$ cat src/rtl/data_sram_bridge.sv
// Bridge from the memory-access stage's one-cycle data request to the SRAM-like
// req/addr_ok/data_ok bus: stalls the pipeline per access and holds the read word.
module data_sram_bridge #(
    parameter int ADDR_W = 32,
    parameter int DATA_W = 32
) (
    input  logic              clk,
    input  logic              rst,
    input  logic              mem_ce_i,
    input  logic [3:0]        mem_sel_i,
    input  logic [ADDR_W-1:0] mem_addr_i,
    input  logic [DATA_W-1:0] mem_wdata_i,
    input  logic              flush_i,
    input  logic              wb_stall_i,
    output logic [DATA_W-1:0] rdata_o,
    output logic              stallreq_o,
    output logic              data_req_o,
    output logic              data_wr_o,
    output logic [1:0]        data_size_o,
    output logic [ADDR_W-1:0] data_addr_o,
    output logic [DATA_W-1:0] data_wdata_o,
    input  logic              data_addr_ok_i,
    input  logic [DATA_W-1:0] data_rdata_i,
    input  logic              data_data_ok_i
);

    typedef enum logic [1:0] {IDLE, ADDR, DATA, HOLD} state_e;

    typedef struct packed {
        logic              wr;
        logic [1:0]        size;
        logic [ADDR_W-1:0] addr;
        logic [DATA_W-1:0] wdata;
    } req_t;

    state_e            state_q, state_d;
    logic              cancel_q, cancel_d;
    logic [DATA_W-1:0] rdata_q, rdata_d;
    req_t              req_q, req_d, req_new;
    logic [ADDR_W-1:0] pa;
    logic              drain;

    // Request decode from the stage's current inputs; captured only on issue.
    always_comb begin
        req_new       = '0;
        req_new.wr    = |mem_sel_i;
        case (mem_sel_i)
            4'b1000, 4'b0100, 4'b0010, 4'b0001: req_new.size = 2'd0;
            4'b1100, 4'b0011:                   req_new.size = 2'd1;
            default:                            req_new.size = 2'd2;
        endcase
        pa = mem_addr_i[ADDR_W-1] ? {3'b000, mem_addr_i[ADDR_W-4:0]} : mem_addr_i;
        req_new.addr  = req_new.wr ? pa : {pa[ADDR_W-1:2], 2'b00};
        req_new.wdata = mem_wdata_i;
    end

    always_comb begin
        state_d  = state_q;
        cancel_d = cancel_q;
        rdata_d  = rdata_q;
        req_d    = req_q;
        case (state_q)
            IDLE: begin
                if (mem_ce_i && !flush_i) begin
                    req_d   = req_new;
                    state_d = ADDR;
                end
            end
            ADDR: begin
                // Request must stay up until accepted, even when flushed.
                if (flush_i)        cancel_d = 1'b1;
                if (data_addr_ok_i) state_d  = DATA;
            end
            DATA: begin
                if (flush_i) cancel_d = 1'b1;
                if (data_data_ok_i) begin
                    if (cancel_q || flush_i) begin
                        state_d  = IDLE;
                        cancel_d = 1'b0;
                    end else begin
                        state_d = HOLD;
                        if (!req_q.wr) rdata_d = data_rdata_i;
                    end
                end
            end
            HOLD: begin
                if (flush_i || !wb_stall_i) state_d = IDLE;
            end
            default: state_d = IDLE;
        endcase
    end

    always_ff @(posedge clk) begin
        if (!rst) begin
            state_q  <= IDLE;
            cancel_q <= 1'b0;
            rdata_q  <= '0;
            req_q    <= '0;
        end else begin
            state_q  <= state_d;
            cancel_q <= cancel_d;
            rdata_q  <= rdata_d;
            req_q    <= req_d;
        end
    end

    // A cancelled drain still blocks a new access until its data_ok returns.
    always_comb begin
        drain      = (state_q == ADDR || state_q == DATA) && cancel_q;
        stallreq_o = (state_q == IDLE && mem_ce_i && !flush_i) ||
                     (state_q == ADDR) ||
                     (state_q == DATA && !cancel_q) ||
                     (drain && mem_ce_i);
    end

    assign data_req_o   = (state_q == ADDR);
    assign data_wr_o    = req_q.wr;
    assign data_size_o  = req_q.size;
    assign data_addr_o  = req_q.addr;
    assign data_wdata_o = req_q.wdata;
    assign rdata_o      = rdata_q;

endmodule

$ cat config.mk
export PLATFORM = sky130hd
export DESIGN_NAME = data_sram_bridge
export DESIGN_NICKNAME = d
export VERILOG_FILES = /design/src/rtl/data_sram_bridge.sv
export SDC_FILE = /design/constraint.sdc
export NUM_CORES = 1
export LEC_CHECK = 0
export BUFFER_PORTS_ARGS = -buffer_cell sky130_fd_sc_hd__buf_2
export CORE_AREA = 2 2 98 100
export DETAILED_ROUTE_END_ITERATION = 6
export DIE_AREA = 0 0 100 102
export MAX_ROUTING_LAYER = met4
export PLACE_DENSITY = 0.87
export SKIP_CTS_REPAIR_TIMING = 1
export SLEW_MARGIN = 10
export SYNTH_ARGS = -nofsm -noshare
export SYNTH_HDL_FRONTEND = slang
export SYNTH_SLANG_ARGS = --single-unit
$ cat constraint.sdc
create_clock -name clk -period 2.1 [get_ports clk]
set_input_delay 0.21 -clock clk [delete_from_list [all_inputs] [get_ports clk]]
set_output_delay 0.21 -clock clk [all_outputs]
set_load 0.02 [all_outputs]
==> out/results.tsv, run 1 <==
metric	value	unit
synth_flop_cell	dfxtp_1	
yosys_register_bits	101	
grt_overflow	0	
ios	208	
syn_nets	572	
rows	35	
synth_warnings	0	
htreeDepth	3	
postSynthAreaPerCell	8.78	um^2
synth_async_sr_flop_share	0	%
cts_buffers	9	
synthDistinctLibCells	35	
error_line	[ERROR DRT-0255] Maze Route cannot find path of net clk in worker of routeBox ( 48300 0 ) ( 100000 48300 ).	
io_buffers	206	
clk_path_buf_depth	2	
grt.total_usage	19.0	%
gp_congestion	0.820	
hpwlAfterDp	7390	um
failing_step	detailed routing	
ys_seq_area_share	49.9	%
synth_edf_count	0	
syn-instance-count	461	
clock_sinks	101	
fp.dieH	102	um
antenna_found_initial	0	
synth_area	4050	um^2
grt_max_degree	56	
first_global_vias	3472	
start_util	44.5	%
grt_pass1_wl	15200	um
root_buffer	clkbuf_8	
worst_endpoint	stallreq_o	
worst-ep-kind	output port	
dieWidth	100	um
status	did not finish	
==> per-stage QoR <==
step | instance area, um^2 | worst slack, ns | instances | util, % | hold slack (ns)
global route | 5310 | 0.0635 | 770 | 58.3 | 0.0501
CTS | 5300 | 0.0137 | 770 | 58.1 | 0.0566
detailed placement | 5100 | 0.321 | 754 | 56.0 | 0.441
global placement | 5100 | 0.446 | 754 | 56.0 | 0.437
floorplan | 4050 | 0.475 | 461 | - | 0.345
==> synth_stat cells, types with 2 or more instances <==
cell type / instances / area [um^2]
buf_4: 2 / 15.0
a21boi_0: 40 / 300
buf_2: 10 / 50.1
o21ai_0: 2 / 10.0
dfxtp_1: 101 / 2020
nor2b_1: 5 / 31.3
nand3b_1: 2 / 15.0
a21boi_2: 30 / 338
buf_12: 3 / 60.1
inv_1: 5 / 18.8
a21oi_1: 6 / 30.0
nand2_1: 185 / 694
a21boi_1: 22 / 165
nand3_1: 3 / 15.0
clkbuf_1: 16 / 60.1
ha_1: 4 / 50.1
nor2_1: 5 / 18.8
a22oi_1: 2 / 15.0
nor3b_1: 2 / 15.0
==> kinds of logic after synthesis <==
family / synth area share, %
and+or+nand+nor: 20.9
other: 0.0926
adders and majority gates: 1.24
AOI/OAI and AO/OA: 22.5
buffers and inverters: 5.32
DFF: 49.9
==> per-layer routing <==
layer / track usage, %
met2: 34.0
met1: 20.8
met3: 4.58
met5: -
met4: 6.32
==> run 2: changes to the inputs <==
CORE_AREA = 2 2 104 106   (was 2 2 98 100)
DIE_AREA = 0 0 106 108   (was 0 0 100 102)
MAX_ROUTING_LAYER = default   (was met4)
PLACE_DENSITY = default   (was 0.87)
PLACE_DENSITY_LB_ADDON = 0.15   (was default)
==> run 2 against run 1 <==
  * The run now ends clean
  * Synthesized cell count did not move
  * Area after synthesis did not move
  * Global-route usage fell by 1.4 points
==> out/results.tsv, run 2 <==
metric	value	unit	change
final_common_cell	buf_2		
routed_wl	10100	um	
fin_crit	1.93	ns	
synth_most_common_cell	nand2_1		
cpPeakStageDelay	0.37	ns	
yosys.area.top_type	dfxtp_1		
holdPathStages	3		
p_leak	2.40	nW	
cp.arrival	1.72	ns	
p_per_area	830	nW/um^2	
drive_above_1_share	40.1	%	
final_area	5320	um^2	
crit_slowest_cell	dfxtp_2		
grt_pass1_wl	16100	um	+5.9%
syn_nets	572		unchanged
timing.hold.ws	0.0787	ns	
seq_area	2020	um^2	
grt_max_degree	45		-20%
io_buffers	206		unchanged
p_total	4.42	mW	
antenna_found_initial	0		unchanged
synth_async_sr_flop_share	0	%	unchanged
netlist.area_leader.share	49.9	%	unchanged
synth_warnings	0		unchanged
tns	0	ns	
core-area	10200	um^2	
crit_required	1.89	ns	
rrSetupSlack	0.30	ns	
clock_latency	0.35	ns	
first_global_vias	3474		+0.058%
dieArea	11400	um^2	
startpoint_type	flop		
drv_cap	0		
drtAntennaViolNets	0		
worstHoldStart	mem_addr_i[7]		
final_cell_mix	buf_2, nand2_1, dfxtp_1		
ios	208		unchanged
vias	3668		
cts_tree	built		
synth_commonest_cells	nand2_1, dfxtp_1, a21boi_0, a21boi_2, a21boi_1		
whs_endpoint	data_addr_o[7]		
yosys_register_bits	101		unchanged
slew_violations	0		
drt-pass1-iter-count	4		
synth_area_leaders	dfxtp_1, nand2_1, a21boi_2		
htreeDepth	3		unchanged
first_iter_violations	137		
hpwlAfterDp	7260	um	-1.8%
drcViolationCount	0		
synth_edf_count	0		unchanged
reg2reg_to	rdata_o[30]		
synth_flop_cell	dfxtp_1		
area_delta_synth_final	31.4	%	
rows	37		+5.7%
clk_pin_slew_worst_paths	0.10	ns	
fp.dieH	108	um	+5.9%
grt.total_usage	17.6	%	-1.4 points
avgViaCountPerCell	4.61		
ys_seq_area_share	49.9	%	unchanged
start_util	39.6	%	-4.9 points
r2r_start	state_q[0]		
final_cells	795		
fillers	1011		
nets	765		
skew	0.00961	ns	
syn-instance-count	461		unchanged
root_buffer	clkbuf_8		
path_delay_family	buffers and inverters		
hp-class	input port to flop		
dieWidth	106	um	+6.0%
worstSetupPathType	flop to primary output		
hold_violations	0		
gp_congestion	0.790		-3.6%
worstPathCellList	inv_1, ha_1, nand3b_2, buf_12, o2111ai_1, buf_2		
postSynthAreaPerCell	8.78	um^2	unchanged
irDropWorstVdd	0.386	mV	
placedCellCount	779		+3.3%
wl_per_cell	12.7	um	
rsz0062_at_grt	no		
crit_fanout	32		
fmax	0.518	GHz	
cp_num_buf_inv	3		
final-setup-viol-count	0		
cts_buffers	9		unchanged
clock_sinks	101		unchanged
status	finished clean		
dpl_cell_area	5130	um^2	+0.61%
setup.worst_path.end_class	primary output		
reg2reg_depth	7		
multi_input_area	1820	um^2	
grt_overflow	0		unchanged
period_share	92.0	%	
insertedDiodeCount	0		
synth_area	4050	um^2	unchanged
clk_path_buf_depth	2		unchanged
synthDistinctLibCells	35		unchanged
==> run 2: cell counts after synthesis <==
Identical to the previous run, type by type.
==> run 2: final cells by class <==
| type | count | share of cell area, % |
|---|---|---|
| clock buffers | 12 | 2.92 |
| inverters | 5 | 0.353 |
| multi-input cells | 323 | 34.1 |
| clock inverters | 4 | 0.611 |
| repair buffers | 214 | 20.7 |
| flip-flops and latches | 101 | 38.0 |
| well taps | 136 | 3.20 |
==> run 2: how the worst max path moves through the flow <==
stage	from	to	slack [ns]	depth (start not counted)
after floorplan	state_q[0]	stallreq_o	0.47	6
after global placement	state_q[0]	rdata_o[20]	0.46	7
after detailed placement	state_q[0]	rdata_o[30]	0.31	7
after CTS	state_q[1]	stallreq_o	0.1	6
after global routing	state_q[1]	stallreq_o	0.05	6
final	state_q[0]	stallreq_o	0.17	6
==> run 2: worst register-to-register path: stages (launching register included) <==
cell and delay [ns]:
dfxtp_2 0.35, inv_1 0.10, ha_1 0.20, nor3b_2 0.29, and3b_1 0.20, buf_4 0.31, nand2_1 0.13, a21boi_0 0.15
==> run 2: through the flow <==
| stage | setup WS [ns] | util [%] |
|---|---|---|
| after floorplan | 0.475 | - |
| after global placement | 0.459 | 50.2 |
| after detailed placement | 0.306 | 50.2 |
| after CTS | 0.0971 | 52.0 |
| after global routing | 0.0549 | 52.0 |
| final | 0.168 | 52.0 |
==> run 2: cell families after synthesis <==
family	share of synthesized area, %
buf+inv	5.32
compound gates	22.5
other cells	0.0926
fa+ha+maj	1.24
flops	49.9
simple gates	20.9
==> run 2: power breakdown <==
part | switching, mW | internal, mW | total (mW)
sequential | 0.0936 | 2.09 | 2.18
clock | 0.665 | 0.501 | 1.17
combinational | 0.666 | 0.400 | 1.07
total | 1.42 | 2.99 | 4.42
==> run 2: layer usage <==
metal  track usage (%)  vias up  share of wire [%]
met5                 0        -                  0
met1              21.3     1652                 44
li1                  -     1876                  -
met4              7.05        0                1.4
met2              30.2      129                 48
met3              4.16       11                6.9
(Power assumes the default switching activity.)
==> run 3: changes to the inputs <==
CTS_BUF_LIST = sky130_fd_sc_hd__clkbuf_4   (was default)
==> run 3 against run 2 <==
  * Register-to-register slack about the same
  * Worst setup slack worse by 0.034 ns
  * Flip-flop and latch count did not move
  * Clock power decreased by 24%
  * Sequential share of layout area decreased by 4.6 points
  * Non-clock buffer count is 79 higher
  * Count of clock-buffer cells in the layout is 2 lower
  * Design area increased by 14%
  * Hold slack lost 0.070 ns
  * Via count increased by 8.8%
==> out/results.tsv, run 3 (same netlist as run 2, synthesis figures left out) <==
metric	value	unit	change
htreeDepth	3		unchanged
routed_wl	11400	um	+13%
drcViolationCount	0		unchanged
p_per_area	708	nW/um^2	-15%
tns	0	ns	unchanged
cpPeakStageDelay	0.39	ns	+0.02 ns
met3_usage	4.34	%	+0.18 points
cts_tree	built		
path_delay_family	buffers and inverters		
drv_cap	0		unchanged
rrSetupSlack	0.31	ns	about the same
crit_fanout	32		unchanged
reg2reg_to	rdata_o[30]		
gp_congestion	0.790		unchanged
grt_overflow	0		unchanged
hold_violations	0		unchanged
clock_sinks	101		unchanged
first_global_vias	3485		+0.32%
nets	844		+10%
core-area	10200	um^2	unchanged
first_iter_violations	149		+8.8%
timing.hold.ws	0.00910	ns	-0.0696 ns
setup.worst_path.end_class	primary output		
irDropWorstVdd	0.395	mV	+2.2%
cts_buffers	9		unchanged
met1_usage	21.1	%	-0.16 points
startpoint_type	flop		
cp.arrival	1.76	ns	+0.04 ns
final-setup-viol-count	0		unchanged
fp.dieH	108	um	unchanged
slew_violations	0		unchanged
dieArea	11400	um^2	unchanged
drive_above_1_share	35.8	%	-4.3 points
grt_pass1_wl	16100	um	-0.34%
crit_required	1.89	ns	about the same
status	finished clean		
final_common_cell	buf_2		
worstHoldStart	mem_wdata_i[15]		
avgViaCountPerCell	4.56		-1.1%
final_cell_mix	buf_2, nand2_1, dfxtp_1		
holdPathStages	3		unchanged
drt-pass1-iter-count	4		unchanged
worstPathCellList	inv_1, ha_2, nand3b_2, buf_12, o2111ai_1, buf_4		
period_share	93.6	%	+1.6 points
crit_slowest_cell	dfxtp_2		
insertedDiodeCount	0		unchanged
worstSetupPathType	flop to primary output		
clk_path_buf_depth	2		unchanged
whs_endpoint	data_wdata_o[15]		
drtAntennaViolNets	0		unchanged
wl_per_cell	13.0	um	+2.5%
area_delta_synth_final	49.3	%	
clock_latency	0.44	ns	+0.09 ns
fmax	0.509	GHz	-1.7%
hpwlAfterDp	7260	um	unchanged
vias	3989		+8.8%
ios	208		unchanged
hp-class	input port to flop		
fin_ws	0.134	ns	-0.0338 ns
dieWidth	106	um	unchanged
rows	37		unchanged
start_util	39.6	%	unchanged
root_buffer	clkbuf_4		
io_buffers	206		unchanged
clk_pin_slew_worst_paths	0.15	ns	+0.05 ns
r2r_start	state_q[0]		
grt_max_degree	45		unchanged
skew	0.0150	ns	+0.00544 ns
fillers	918		-9.2%
cp_num_buf_inv	3		unchanged
crit_path_start	state_q[1]		
reg2reg_depth	7		unchanged
fin_crit	1.97	ns	+0.0338 ns
grt_use_met2	30.1	%	-0.092 points
p_leak	2.70	nW	+12%
busiest_layer	met2		
grt.total_usage	17.5	%	-0.054 points
antenna_found_initial	0		unchanged
place_ws	0.306	ns	unchanged
rsz0062_at_grt	no		
-- run 3: cell types whose count changed in the layout (fill, tap and decap cells not counted), sizes merged --
| cell | delta |
|---|---|
| dlygate4sd3 | +79 |
| clkbuf | -2 |
| clkinv | +2 |
-- run 3: final cells by class --
type	count	area, um^2	area share, %
sequential	101	2020	33.5
multi-input combinational	323	1820	30.1
clock buffer	10	75.1	1.24
clock inverter	6	40.0	0.662
tap	136	170	2.82
inverter	5	18.8	0.310
timing repair buffer	293	1900	31.4
-- run 3: per-layer routing --
metal | up-vias | wire, um
met1 | 1806 | 4790
met4 | 0 | 183
met2 | 125 | 5750
li1 | 2043 | -
met3 | 15 | 632
met5 | - | 0
-- run 3: worst min-delay path, cell delays in order --
cell      delay [ns]
buf_2           0.09
nand2_1         0.05
a21boi_1        0.05
-- run 3: worst max-delay path by stage --
| stage | to | depth (start not counted) |
|---|---|---|
| after floorplan | stallreq_o | 6 |
| after global placement | rdata_o[20] | 7 |
| after detailed placement | rdata_o[30] | 7 |
| after CTS | stallreq_o | 6 |
| after global routing | stallreq_o | 6 |
| final | stallreq_o | 6 |
-- run 3: through the flow --
step	instance area, um^2	utilization, %	cells	total power, mW
floorplan	4050	-	461	2.91
global placement	5130	50.2	779	3.28
detailed placement	5130	50.2	779	3.30
CTS	5250	51.3	795	4.21
global route	6040	59.1	874	4.54
finish	6040	59.1	874	4.28
-- run 3: power by group --
part / switching, mW / internal (mW)
logic: 0.697 / 0.507
registers: 0.0942 / 2.09
clock network: 0.637 / 0.254
